## config.mk

```make
export PLATFORM = sky130hd
export DESIGN_NAME = pattern_seq_ctrl_flat
export DESIGN_NICKNAME = d
export VERILOG_FILES = /design/src/rtl/pattern_seq_ctrl_pkg.sv /design/src/rtl/pattern_seq_ctrl_if.sv /design/src/rtl/pattern_phase_gen.sv /design/src/rtl/pattern_seq_ctrl.sv /design/src/flat_wrapper.sv
export SDC_FILE = /design/constraint.sdc
export NUM_CORES = 1
export LEC_CHECK = 0
export BUFFER_PORTS_ARGS = -buffer_cell sky130_fd_sc_hd__buf_2
export CAP_MARGIN = 40
export CORE_MARGIN = 3
export CORE_UTILIZATION = 40
export CTS_CLUSTER_SIZE = 14
export DETAILED_ROUTE_END_ITERATION = 12
export PLACE_DENSITY = 0.63
export RECOVER_POWER = 50
export SETUP_SLACK_MARGIN = 0.5
export SYNTH_ARGS = -nofsm -noshare
export SYNTH_HDL_FRONTEND = slang
export SYNTH_SLANG_ARGS = --single-unit
```

## constraint.sdc

```tcl
create_clock -name clk -period 2.68 [get_ports clk]
set_input_delay 0.134 -clock clk [delete_from_list [all_inputs] [get_ports clk]]
set_output_delay 0.134 -clock clk [all_outputs]
set_load 0.05 [all_outputs]
```

## src/rtl/pattern_seq_ctrl_pkg.sv

```systemverilog
// pattern_seq_ctrl_pkg: shared state, phase and pattern constants for the pattern sequencer
package pattern_seq_ctrl_pkg;
  typedef enum logic [1:0] {
    ST_IDLE = 2'd0,
    ST_RUN  = 2'd1,
    ST_HOLD = 2'd2,
    ST_DONE = 2'd3
  } state_t;
  localparam logic [1:0] PH_IDLE = 2'd0;
  localparam logic [1:0] PH1 = 2'd1;
  localparam logic [1:0] PH2 = 2'd2;
  localparam logic [1:0] PH3 = 2'd3;
  localparam logic [2:0] DEF_PATTERN = 3'b101;
endpackage

```

## src/rtl/pattern_seq_ctrl_if.sv

```systemverilog
// pattern_seq_ctrl_if: command and status bundle between command source and sequencer
interface pattern_seq_ctrl_if #(parameter int CNT_W = 8);
  logic start;
  logic stop;
  logic pause;
  logic [CNT_W-1:0] rep_count;
  logic out1;
  logic [1:0] phase;
  logic busy;
  logic done;
  logic [CNT_W-1:0] rep_left;
  modport master (output start, stop, pause, rep_count, input out1, phase, busy, done, rep_left);
  modport slave (input start, stop, pause, rep_count, output out1, phase, busy, done, rep_left);
endinterface

```

## src/rtl/pattern_phase_gen.sv

```systemverilog
// pattern_phase_gen: phase register 1->2->3->1 with registered out1 lookup from PATTERN
module pattern_phase_gen
  import pattern_seq_ctrl_pkg::*;
#(
  parameter logic [2:0] PATTERN = DEF_PATTERN
) (
  input  logic       clk,
  input  logic       reset,
  input  logic       clr_i,
  input  logic       ld_i,
  input  logic       adv_i,
  output logic [1:0] phase_o,
  output logic       out1_o
);
  localparam logic [3:0] LUT = {PATTERN, 1'b0};
  logic [1:0] phase_q, phase_d;
  logic out1_q, out1_d;
  always_comb begin
    phase_d = clr_i ? PH_IDLE : ld_i ? PH1 : !adv_i ? phase_q :
              phase_q == PH1 ? PH2 : phase_q == PH2 ? PH3 : PH1;
    out1_d = LUT[phase_d];
  end
  always_ff @(posedge clk or posedge reset)
    if (reset) begin
      phase_q <= PH_IDLE;
      out1_q <= 1'b0;
    end else begin
      phase_q <= phase_d;
      out1_q <= out1_d;
    end
  assign phase_o = phase_q;
  assign out1_o = out1_q;
endmodule

```

## src/rtl/pattern_seq_ctrl.sv

```systemverilog
// pattern_seq_ctrl: start/stop/pause control FSM and repetition counter around the phase generator
module pattern_seq_ctrl
  import pattern_seq_ctrl_pkg::*;
#(
  parameter int CNT_W = 8,
  parameter logic [2:0] PATTERN = DEF_PATTERN
) (
  input logic clk,
  input logic reset,
  pattern_seq_ctrl_if.slave bus
);
  state_t state_q;
  logic [CNT_W-1:0] rep_left_q;
  logic done_q, ld, clr, adv, last;
  always_comb begin
    last = state_q == ST_RUN && !bus.stop && !bus.pause && bus.phase == PH3 && rep_left_q == CNT_W'(1);
    ld = state_q == ST_IDLE && bus.start && !bus.stop;
    adv = state_q == ST_RUN && !bus.stop && !bus.pause && !last;
    clr = bus.stop || last;
  end
  pattern_phase_gen #(.PATTERN(PATTERN)) u_gen (
    .clk(clk), .reset(reset), .clr_i(clr), .ld_i(ld), .adv_i(adv),
    .phase_o(bus.phase), .out1_o(bus.out1)
  );
  always_ff @(posedge clk or posedge reset)
    if (reset) begin
      state_q <= ST_IDLE;
      rep_left_q <= '0;
      done_q <= 1'b0;
    end else begin
      done_q <= last;
      if (bus.stop) begin
        state_q <= ST_IDLE;
        rep_left_q <= '0;
      end else
        case (state_q)
          ST_IDLE: if (ld) begin
            state_q <= ST_RUN;
            rep_left_q <= bus.rep_count;
          end
          ST_RUN: if (bus.pause) state_q <= ST_HOLD;
          else if (last) begin
            state_q <= ST_DONE;
            rep_left_q <= '0;
          end else if (bus.phase == PH3 && rep_left_q != '0) rep_left_q <= rep_left_q - CNT_W'(1);
          ST_HOLD: if (!bus.pause) state_q <= ST_RUN;
          ST_DONE: state_q <= ST_IDLE;
        endcase
    end
  assign bus.busy = state_q == ST_RUN || state_q == ST_HOLD;
  assign bus.done = done_q;
  assign bus.rep_left = rep_left_q;
endmodule

```

## src/flat_wrapper.sv

```systemverilog
// flat-port wrapper written by rule: the top's interface ports become plain ports
module pattern_seq_ctrl_flat import pattern_seq_ctrl_pkg::*;
#(
  parameter int CNT_W = 8,
  parameter logic [2:0] PATTERN = DEF_PATTERN
)
  (clk, reset, bus_start, bus_stop, bus_pause, bus_rep_count, bus_out1, bus_phase, bus_busy, bus_done, bus_rep_left);
  pattern_seq_ctrl_if #(.CNT_W(CNT_W)) bus_i ();
  input logic clk;
  input logic reset;
  input wire logic [$bits(bus_i.start)-1:0] bus_start;
  input wire logic [$bits(bus_i.stop)-1:0] bus_stop;
  input wire logic [$bits(bus_i.pause)-1:0] bus_pause;
  input wire logic [$bits(bus_i.rep_count)-1:0] bus_rep_count;
  output wire logic [$bits(bus_i.out1)-1:0] bus_out1;
  output wire logic [$bits(bus_i.phase)-1:0] bus_phase;
  output wire logic [$bits(bus_i.busy)-1:0] bus_busy;
  output wire logic [$bits(bus_i.done)-1:0] bus_done;
  output wire logic [$bits(bus_i.rep_left)-1:0] bus_rep_left;
  assign bus_i.start = bus_start;
  assign bus_i.stop = bus_stop;
  assign bus_i.pause = bus_pause;
  assign bus_i.rep_count = bus_rep_count;
  assign bus_out1 = bus_i.out1;
  assign bus_phase = bus_i.phase;
  assign bus_busy = bus_i.busy;
  assign bus_done = bus_i.done;
  assign bus_rep_left = bus_i.rep_left;
  pattern_seq_ctrl #(.CNT_W(CNT_W), .PATTERN(PATTERN)) u_core (.clk(clk), .reset(reset), .bus(bus_i));
endmodule
```

Yosys cells after proc, flatten, opt, wreduce, memory -nomap -nowiden --
Index checks and enable logic that the tools add are counted.
Word-level totals: output and inout bits 13, bits of input ports 13, word-level logic and storage cells 56, bits in registers 14
Cells by class: reduce and logical (&&, ||, !) cells 18, equal/unequal tests 12, multiplexer cells 19, $lt $le $gt $ge 1, add/sub/neg operators 1
Operators by type and width (count):
- 8-bit two-way mux | 5
- 2-bit two-way mux | 10
- 8-bit one-hot mux with 2 select lines | 1
- 3-bit != test (second input constant) | 3
- 2-bit == test (second input constant) | 4
- 8-bit by 1-bit == test with 1-bit output (second input constant) | 1
- 1-bit logical AND | 8
- 4-bit by 3-bit != test with 1-bit output (second input constant) | 2
- 2-bit one-hot mux with 4 select lines | 1
- 8-bit nonzero test | 1
- 8-bit by 1-bit subtractor with 8-bit output (second input constant) | 1
- 2-bit by 1-bit == test with 1-bit output (second input constant) | 2
- 4-bit AND reduction | 1
- 1-bit zero test | 3
- 2-bit by 3-bit less-than comparator with 1-bit output (second input constant) | 1
- 3-bit AND reduction | 1
- 3-bit nonzero test | 1
- 1-bit binary-select mux with 2-bit select | 1
- 2-bit zero test | 1
- 1-bit logical OR | 2
- 1-bit two-way mux | 1

Logic depth before layout (Yosys ltp) --
Gate-level depths: netlist of the first run.
word-level depth 12, gate-level depth with buffers 7

Modules after synthesis --
From an unflattened synthesis of the first run, not the netlist that was laid out.
Unflattened totals: cells, all modules 117, area, all modules 1066.0 sq um
Modules (own cells, without submodules):
- pattern_seq_ctrl | cells an instance 105, instances 1, sequential area each 275.3 sq um, area each 950.9 sq um
- pattern_phase_gen | cells an instance 12, instances 1, sequential area each 50.0 sq um, area each 115.1 sq um

Worst setup path before layout of the first run --
No wires, ideal clock.
path kind register to register, from register u_core.u_gen.phase_q[0], in the netlist u_core.u_gen.phase_o[0], to register u_core.rep_left_q[6], in the netlist u_core.bus.rep_left[6], data arrival time 2.347 ns, library setup time 0.135 ns, setup slack 0.198 ns, period minus slack after synthesis 2.482 ns, stages on the path, launching flop included 7, data required time 2.545 ns, path buffers 0, cell sequence dfrtp_1 -> ha_1 -> or4bb_1 -> o31ai_2 -> o22ai_4 -> o21ai_1 -> o31ai_1
On the way: word-level cells in the longest chain between the ends 7
Ends and longest elaborated chain:
- start, declared | line pattern_phase_gen.sv:16 | logic [1:0] phase_q, phase_d;
- start signal, assigned | line pattern_phase_gen.sv:28 | phase_q <= phase_d;
- 2-bit == test (*) | line pattern_seq_ctrl.sv:16, pattern_seq_ctrl.sv:45
- 1-bit logical AND (2 in a row) | line pattern_seq_ctrl.sv:16 | last = state_q == ST_RUN && !bus.stop && !bus.pause && bus.phase == PH3 && rep_left_q == CNT_W'(1);
- 8-bit two-way mux | line pattern_seq_ctrl.sv:42 | else if (last) begin
- 8-bit two-way mux | line pattern_seq_ctrl.sv:41 | ST_RUN: if (bus.pause) state_q <= ST_HOLD;
- 8-bit one-hot mux with 2 select lines | line pattern_seq_ctrl.sv:36 | case (state_q)
- 8-bit two-way mux | line pattern_seq_ctrl.sv:32 | if (bus.stop) begin
- end signal, assigned | line pattern_seq_ctrl.sv:39 | rep_left_q <= bus.rep_count;
- end signal, assigned | line pattern_seq_ctrl.sv:45 | end else if (bus.phase == PH3 && rep_left_q != '0) rep_left_q <= rep_left_q - CNT_W'(1);
- end, declared | line pattern_seq_ctrl.sv:13 | logic [CNT_W-1:0] rep_left_q;
Every way passes the cells marked *; elsewhere a longest branch is shown, timed or not. The select of a mux whose other input is x is not followed. A chain may end at the register's enable or synchronous reset.

Worst setup path in the final report of the first run --
Ends and elaborated chain as after synthesis.

==> impl_metrics.py, run 1 <==
metrics = {
    "run_status": {
        "status": "completed",
    },
    "global_route": {
        "grt_pass1_wl_mm": 4.36,
        "track_usage": 0.175,
        "antenna_found_initial": 0,
        "grt_pass1_vias": 935,
        "grt_start_max_net_pins": 17,
        "grt_overflow": 0,
    },
    "finish": {
        "drive_gt1_frac": 0.329,
        "final_nets": 172,
        "final_common_cell": "buf_2",
        "mostFrequentLayoutCells": "buf_2 (19), nor2_1 (10), inv_1 (10)",
        "area_delta_synth_final_pct": 24.8,
        "fillers": 232,
        "multiInputGateArea_um2": 652,
        "post-route-util": 0.554,
        "stdcell_area_um2": 1280,
        "antenna_cells": 0,
        "regArea_um2": 334,
        "final_cells": 177,
    },
    "power_and_ir_drop": {
        "powerDensity_nw_per_um2": 788,
        "p_leak_nw": 0.563,
        "vdd_drop_max_mv": 0.498,
        "totalPowerFinal_mw": 1.01,
    },
    "worst_hold_path": {
        "hp-class": "in -> reg",
    },
    "yosys": {
        "yosysWarnings": 0,
        "synthArstFlopShare": 1.00,
        "synth_cells": 116,
        "ys.flop_type": "dfrtp_1",
        "ys_seq_elements": 13,
        "syn-cell-area_um2": 1030,
        "seq_area_frac_synth": 0.316,
        "synth_enable_flop_cells": 0,
        "syn-num-nets": 138,
        "synth_area_per_cell_um2": 8.88,
        "synth_cell_type_count": 38,
    },
    "die": {
        "chipHeight_um": 56.7,
        "fp.dieArea_um2": 3220,
        "die-width_um": 56.7,
        "core_area_um2": 2320,
        "rows": 17,
        "pin_count": 26,
        "start_util": 0.444,
    },
    "clock_network": {
        "cts_buffers": 3,
        "cts_tree": "yes",
        "clock-sinks": 13,
        "clk_latency_ps": 280,
        "clk_path_buf_depth": 2,
        "path_clk_slew_ps": 80,
        "h-tree-depth": 1,
        "root_buffer": "clkbuf_4",
    },
    "routing": {
        "antenna_left": 0,
        "num_vias": 994,
        "drtIter0Drc": 17,
        "firstDrtPassIters": 4,
        "viasPerCell": 5.62,
        "wirelength_mm": 2.54,
        "drc": 0,
        "routedWlPerCell_um": 14.4,
    },
    "timing": {
        "hold_slack_ps": 119,
        "post-route-period-util": 0.794,
        "slew_viol_final": 0,
        "fmax_ghz": 0.470,
        "maxSlewHeadroom": 0.607,
        "min_period_ps": 2130,
        "setup_violations": 0,
        "setup_tns_ps": 0,
        "setup_ws_ps": 552,
        "rsz0062_at_grt": "yes",
        "finalClockSkew_ps": 4.03,
        "max_slew.worst_pin.slew_ps": 593,
        "hold_viol_final": 0,
    },
    "placed_design": {
        "place_area_um2": 1200,
        "gp_congestion": 0.768,
        "dp_hpwl_mm": 1.87,
        "dp_cells": 167,
        "dpl_worst_slack_ps": 421,
        "place.port_buffers": 25,
    },
    "setup_path": {
        "critPathSlowestCell": "or4bb_4",
        "crit_buf_inv": 1,
        "critPathTopFamily": "compound AO/OA/AOI/OAI gates",
        "worstSetupStartpointType": "flop",
        "cp_cell_sequence": "ha_2 > or4bb_4 > o31ai_4 > o22ai_4 > buf_12 > o21ai_1 > o31ai_1",
        "arrival_ps": 2290,
        "cp_slowest_stage_delay_ps": 590,
        "r2r_setup_slack_ps": 550,
        "path_max_fanout": 8,
        "critPathKind": "reg -> reg",
        "cp.required_ps": 2840,
        "setup.worst_path.end_class": "flop",
    },
    "flow_run": {
        "maxCapViolCount": 0,
    },
}
## layout make-up
type	instances	share of cell area
Timing Repair Buffer	34	0.156
Tap cell	28	0.0273
Sequential cell	13	0.260
Inverter	10	0.0292
Multi-Input combinational cell	88	0.507
Clock buffer	4	0.0204
## Yosys cell counts, drive strengths merged, types with 2 or more instances
cell type / instances / share of area
nand2: 9 / 0.033
o21ai: 9 / 0.047
clkbuf: 2 / 0.0073
o31ai: 5 / 0.041
inv: 10 / 0.036
nor3: 5 / 0.024
a221oi: 2 / 0.017
a211oi: 3 / 0.022
o22ai: 2 / 0.026
buf: 3 / 0.026
ha: 9 / 0.11
a31oi: 2 / 0.012
nand2b: 4 / 0.032
a21oi: 9 / 0.047
dfrtp: 13 / 0.32
nor2b: 3 / 0.018
nand3: 3 / 0.015
nor2: 10 / 0.036
## routing by layer
| layer | share of wire | track usage | vias to the layer above |
|---|---|---|---|
| met1 | 0.44 | 0.224 | 478 |
| met2 | 0.49 | 0.279 | 26 |
| met5 | 0 | 0 | - |
| met3 | 0.054 | 0.0552 | 4 |
| li1 | - | - | 486 |
| met4 | 0.011 | 0.0563 | 0 |
## sequential cells by signal, summed over array words and instances (netlist names)
name	flops
u_core.state_q	2
u_core.u_gen.phase_o	2
u_core.bus.rep_left	8
u_core.bus.done	1
## where the power goes
| part | switching [mW] | internal, mW | total [mW] |
|---|---|---|---|
| registers | 0.0596 | 0.241 | 0.301 |
| logic | 0.388 | 0.198 | 0.586 |
| clock network | 0.0684 | 0.0578 | 0.126 |
## final timing paths
kind / startpoint / end / cells after the start
hold reg to reg: u_core.bus.rep_left[1]$_DFFE_PP0P_ / u_core.bus.rep_left[1]$_DFFE_PP0P_ / 2
setup reg to reg: u_core.u_gen.phase_o[0]$_DFFE_PP0P_ / u_core.bus.rep_left[6]$_DFFE_PP0P_ / 7
min in group asynchronous: reset / u_core.bus.done$_DFF_PP0_ / 3
hold / removal: bus_rep_count[3] / u_core.bus.rep_left[3]$_DFFE_PP0P_ / 3
max in group asynchronous: reset / u_core.bus.rep_left[0]$_DFFE_PP0P_ / 3
setup / recovery: u_core.u_gen.phase_o[0]$_DFFE_PP0P_ / u_core.bus.rep_left[6]$_DFFE_PP0P_ / 7
## cell families (layout without fill, tap and decap cells)
logic type / Yosys count / after routing / share of synthesized area
adder cells (fa/ha/maj): 9 / 9 / 0.109
AO/OA/AOI/OAI: 37 / 37 / 0.267
AND/OR/NAND/NOR: 40 / 40 / 0.219
XOR/XNOR: 1 / 1 / 0.00851
multiplexers: 1 / 1 / 0.0109
flip-flops: 13 / 13 / 0.316
buffers and inverters: 15 / 48 / 0.0693
## worst min-delay path, delay by kind of cell
kind	cells	cell delay, ps
AOI/OAI and AO/OA	1	80
and+or+nand+nor	1	60
buffers and inverters	1	90
## repair_timing
action,CTS,global route
setup buffers,3,2
endpoints found under the hold margin,13,0
resized for setup,1,0
pin swaps,1,3
endpoints found under the setup margin,9,5
hold buffers,1,0
No activity file was read; power rests on OpenSTA's default activity.
==> run 2: changes to the inputs <==
--- a/config.mk
+++ b/config.mk
@@ -5,6 +5,7 @@
 export SDC_FILE = /design/constraint.sdc
 export NUM_CORES = 1
 export LEC_CHECK = 0
+export ABC_AREA = 1
 export BUFFER_PORTS_ARGS = -buffer_cell sky130_fd_sc_hd__buf_2
 export CAP_MARGIN = 40
 export CORE_MARGIN = 3
==> constraint.sdc (replaced) <==
create_clock -name clk -period 2.2 [get_ports clk]
set_input_delay 0.11 -clock clk [delete_from_list [all_inputs] [get_ports clk]]
set_output_delay 0.11 -clock clk [all_outputs]
set_load 0.05 [all_outputs]
==> impl_metrics.py, run 2 <==
metrics = {
    "run_status": {
        "status": "completed",
    },
    "finish": {
        "antenna_cells": 0,
        "largest_register_ff_count": 8,
        "final_cells": 201,
        "fillers": 224,
        "mostFrequentLayoutCells": "nand2_1 (45), buf_2 (19), nor2_1 (14)",
        "regArea_um2": 327,
        "area_delta_synth_final_pct": 26.6,
        "final_common_cell": "nand2_1",
        "final_nets": 196,
        "drive_gt1_frac": 0.260,
        "stdcell_area_um2": 1250,
        "multiInputGateArea_um2": 622,
    },
    "timing": {
        "hold_slack_ps": 124,
        "maxSlewHeadroom": 0.602,
        "max_slew.worst_pin.slew_ps": 599,
        "setup_tns_ps": 0,
        "post-route-period-util": 0.742,
        "finalClockSkew_ps": 4.63,
        "slew_viol_final": 0,
        "hold_viol_final": 0,
        "fmax_ghz": 0.612,
        "setup_violations": 0,
        "rsz0062_at_grt": "yes",
        "min_period_ps": 1630,
    },
    "clock_network": {
        "clk_latency_ps": 280,
        "root_buffer": "clkbuf_4",
        "clock-sinks": 13,
        "clk_path_buf_depth": 2,
        "path_clk_slew_ps": 80,
        "cts_buffers": 3,
        "cts_tree": "yes",
        "h-tree-depth": 1,
    },
    "flow_run": {
        "maxCapViolCount": 0,
    },
    "routing": {
        "drtIter0Drc": 21,
        "firstDrtPassIters": 4,
        "num_vias": 969,
        "antenna_left": 0,
        "routedWlPerCell_um": 12.0,
        "drc": 0,
        "wirelength_mm": 2.41,
        "viasPerCell": 4.82,
    },
    "setup_path": {
        "crit_start": "u_core.state_q[0]$_DFFE_PP0P_",
        "worstSetupStartpointType": "flop",
        "critPathKind": "reg -> reg",
        "setup.worst_path.end_class": "flop",
        "rr_worst_depth": 10,
        "cp.required_ps": 2370,
        "worstReg2RegStart": "u_core.state_q[0]$_DFFE_PP0P_",
        "path_max_fanout": 6,
        "arrival_ps": 1800,
    },
    "global_route": {
        "grt_start_max_net_pins": 14,
        "grt_pass1_wl_mm": 4.08,
        "grt_overflow": 0,
        "track_usage": 0.162,
        "antenna_found_initial": 0,
        "grt_pass1_vias": 944,
    },
    "yosys": {
        "synth_enable_flop_cells": 0,
        "syn-num-nets": 159,
        "synth_cell_type_count": 21,
        "synth_cells": 137,
        "synth_area_leaders": "dfrtp_1 (33%), nand2_1 (17%), ha_1 (11%)",
        "synthArstFlopShare": 1.00,
        "synthTopCellsByCount": "nand2_1 (46), nor2_1 (15), inv_1 (14), dfrtp_1 (13)",
        "synth_most_common_cell": "nand2_1",
        "yosysWarnings": 0,
        "ys_seq_elements": 13,
        "synth_area_per_cell_um2": 7.21,
        "yosysTopAreaCellShare": 0.330,
        "ys.flop_type": "dfrtp_1",
        "syn-cell-area_um2": 987,
        "yosys.area.top_type": "dfrtp_1",
        "seq_area_frac_synth": 0.330,
    },
    "die": {
        "fp.dieArea_um2": 3100,
        "rows": 17,
        "core_area_um2": 2280,
        "die-width_um": 55.7,
        "chipHeight_um": 55.7,
        "start_util": 0.434,
        "pin_count": 26,
    },
    "power_and_ir_drop": {
        "p_leak_nw": 0.673,
        "powerDensity_nw_per_um2": 1450,
        "totalPowerFinal_mw": 1.82,
        "vdd_drop_max_mv": 0.712,
    },
    "worst_hold_path": {
        "whs_path_depth": 3,
        "hp-start": "bus_rep_count[1]",
        "hp-class": "in -> reg",
    },
    "placed_design": {
        "dp_hpwl_mm": 1.75,
        "place.port_buffers": 25,
        "place_area_um2": 1140,
        "dp_cells": 189,
        "gp_congestion": 0.784,
    },
}
## run 2: changes by cell type after synthesis, moves of 3 or more
| cell | change |
|---|---|
| nor3_1 | -4 |
| inv_1 | +4 |
| xor2_1 | +4 |
| o21ai_0 | -3 |
| nor2b_1 | -3 |
| nand3_1 | +3 |
| o21ai_1 | +8 |
| nand3_2 | +3 |
| nor2_1 | +5 |
| nand2b_1 | -3 |
| nand2_1 | +37 |
| a21oi_1 | -7 |
| a211oi_1 | -3 |
| o31ai_1 | -3 |
## run 2: layer usage
layer | wire length [um] | vias up | global-route usage
met5 | 0 | - | 0
met4 | 31 | 0 | 0.0243
met3 | 120 | 4 | 0.0534
met2 | 1100 | 24 | 0.260
met1 | 1150 | 439 | 0.214
li1 | - | 502 | -
## run 2: through the flow
stage / worst slack, ps / utilization
after floorplan: 516 / -
after detailed placement: 477 / 0.501
after global placement: 541 / 0.501
after CTS: 572 / 0.531
final: 567 / 0.549
after global routing: 450 / 0.549
## run 2: cell families after synthesis
kind of cell / share of synthesized area
simple gates: 0.356
buf+inv: 0.0684
compound gates: 0.0874
flops: 0.330
fa+ha+maj: 0.114
xor+xnor: 0.0444
## run 2: worst paths after layout
| path | end | slack (ps) |
|---|---|---|
| max | u_core.bus.rep_left[1]$_DFFE_PP0P_ | 570 |
| min | u_core.bus.rep_left[1]$_DFFE_PP0P_ | 120 |
| max reg2reg | u_core.bus.rep_left[1]$_DFFE_PP0P_ | 570 |
| min reg2reg | u_core.u_gen.phase_o[1]$_DFFE_PP0P_ | 540 |
| max in group asynchronous | u_core.state_q[0]$_DFFE_PP0P_ | 1410 |
| min in group asynchronous | u_core.bus.rep_left[3]$_DFFE_PP0P_ | 410 |
## run 2: timing repair
| action | in CTS | in global routing |
|---|---|---|
| endpoints found under the setup margin | 7 | 10 |
| hold buffers | 1 | 0 |
| hold endpoints to repair | 13 | 0 |
| setup buffers | 2 | 5 |
| gates cloned | 0 | 0 |
| gates resized for setup | 4 | 4 |
| pin swaps | 2 | 3 |
## run 2: worst max-delay path, cell delays in order, from the launching register on
cell and delay, ps:
dfrtp_2 450, inv_1 100, ha_2 200, nand2_1 90, nand3_2 70, o21ai_1 70
a21oi_2 180, nand2_4 90, buf_4 170, nand2_1 50, o21ai_1 60
## run 2: power by group
group / leakage (nW) / switching, mW / internal [mW] / total, mW
registers: 0.171 / 0.104 / 0.318 / 0.421
logic: 0.487 / 0.833 / 0.414 / 1.25
clock network: 0.0150 / 0.0789 / 0.0703 / 0.149
total: 0.673 / 1.02 / 0.802 / 1.82
## run 2: layout make-up
cell class,count,area share
clock buffers,4,0.0210
inverters,16,0.0480
multi-input cells,107,0.497
flip-flops and latches,13,0.261
well taps,28,0.0280
repair buffers,33,0.144
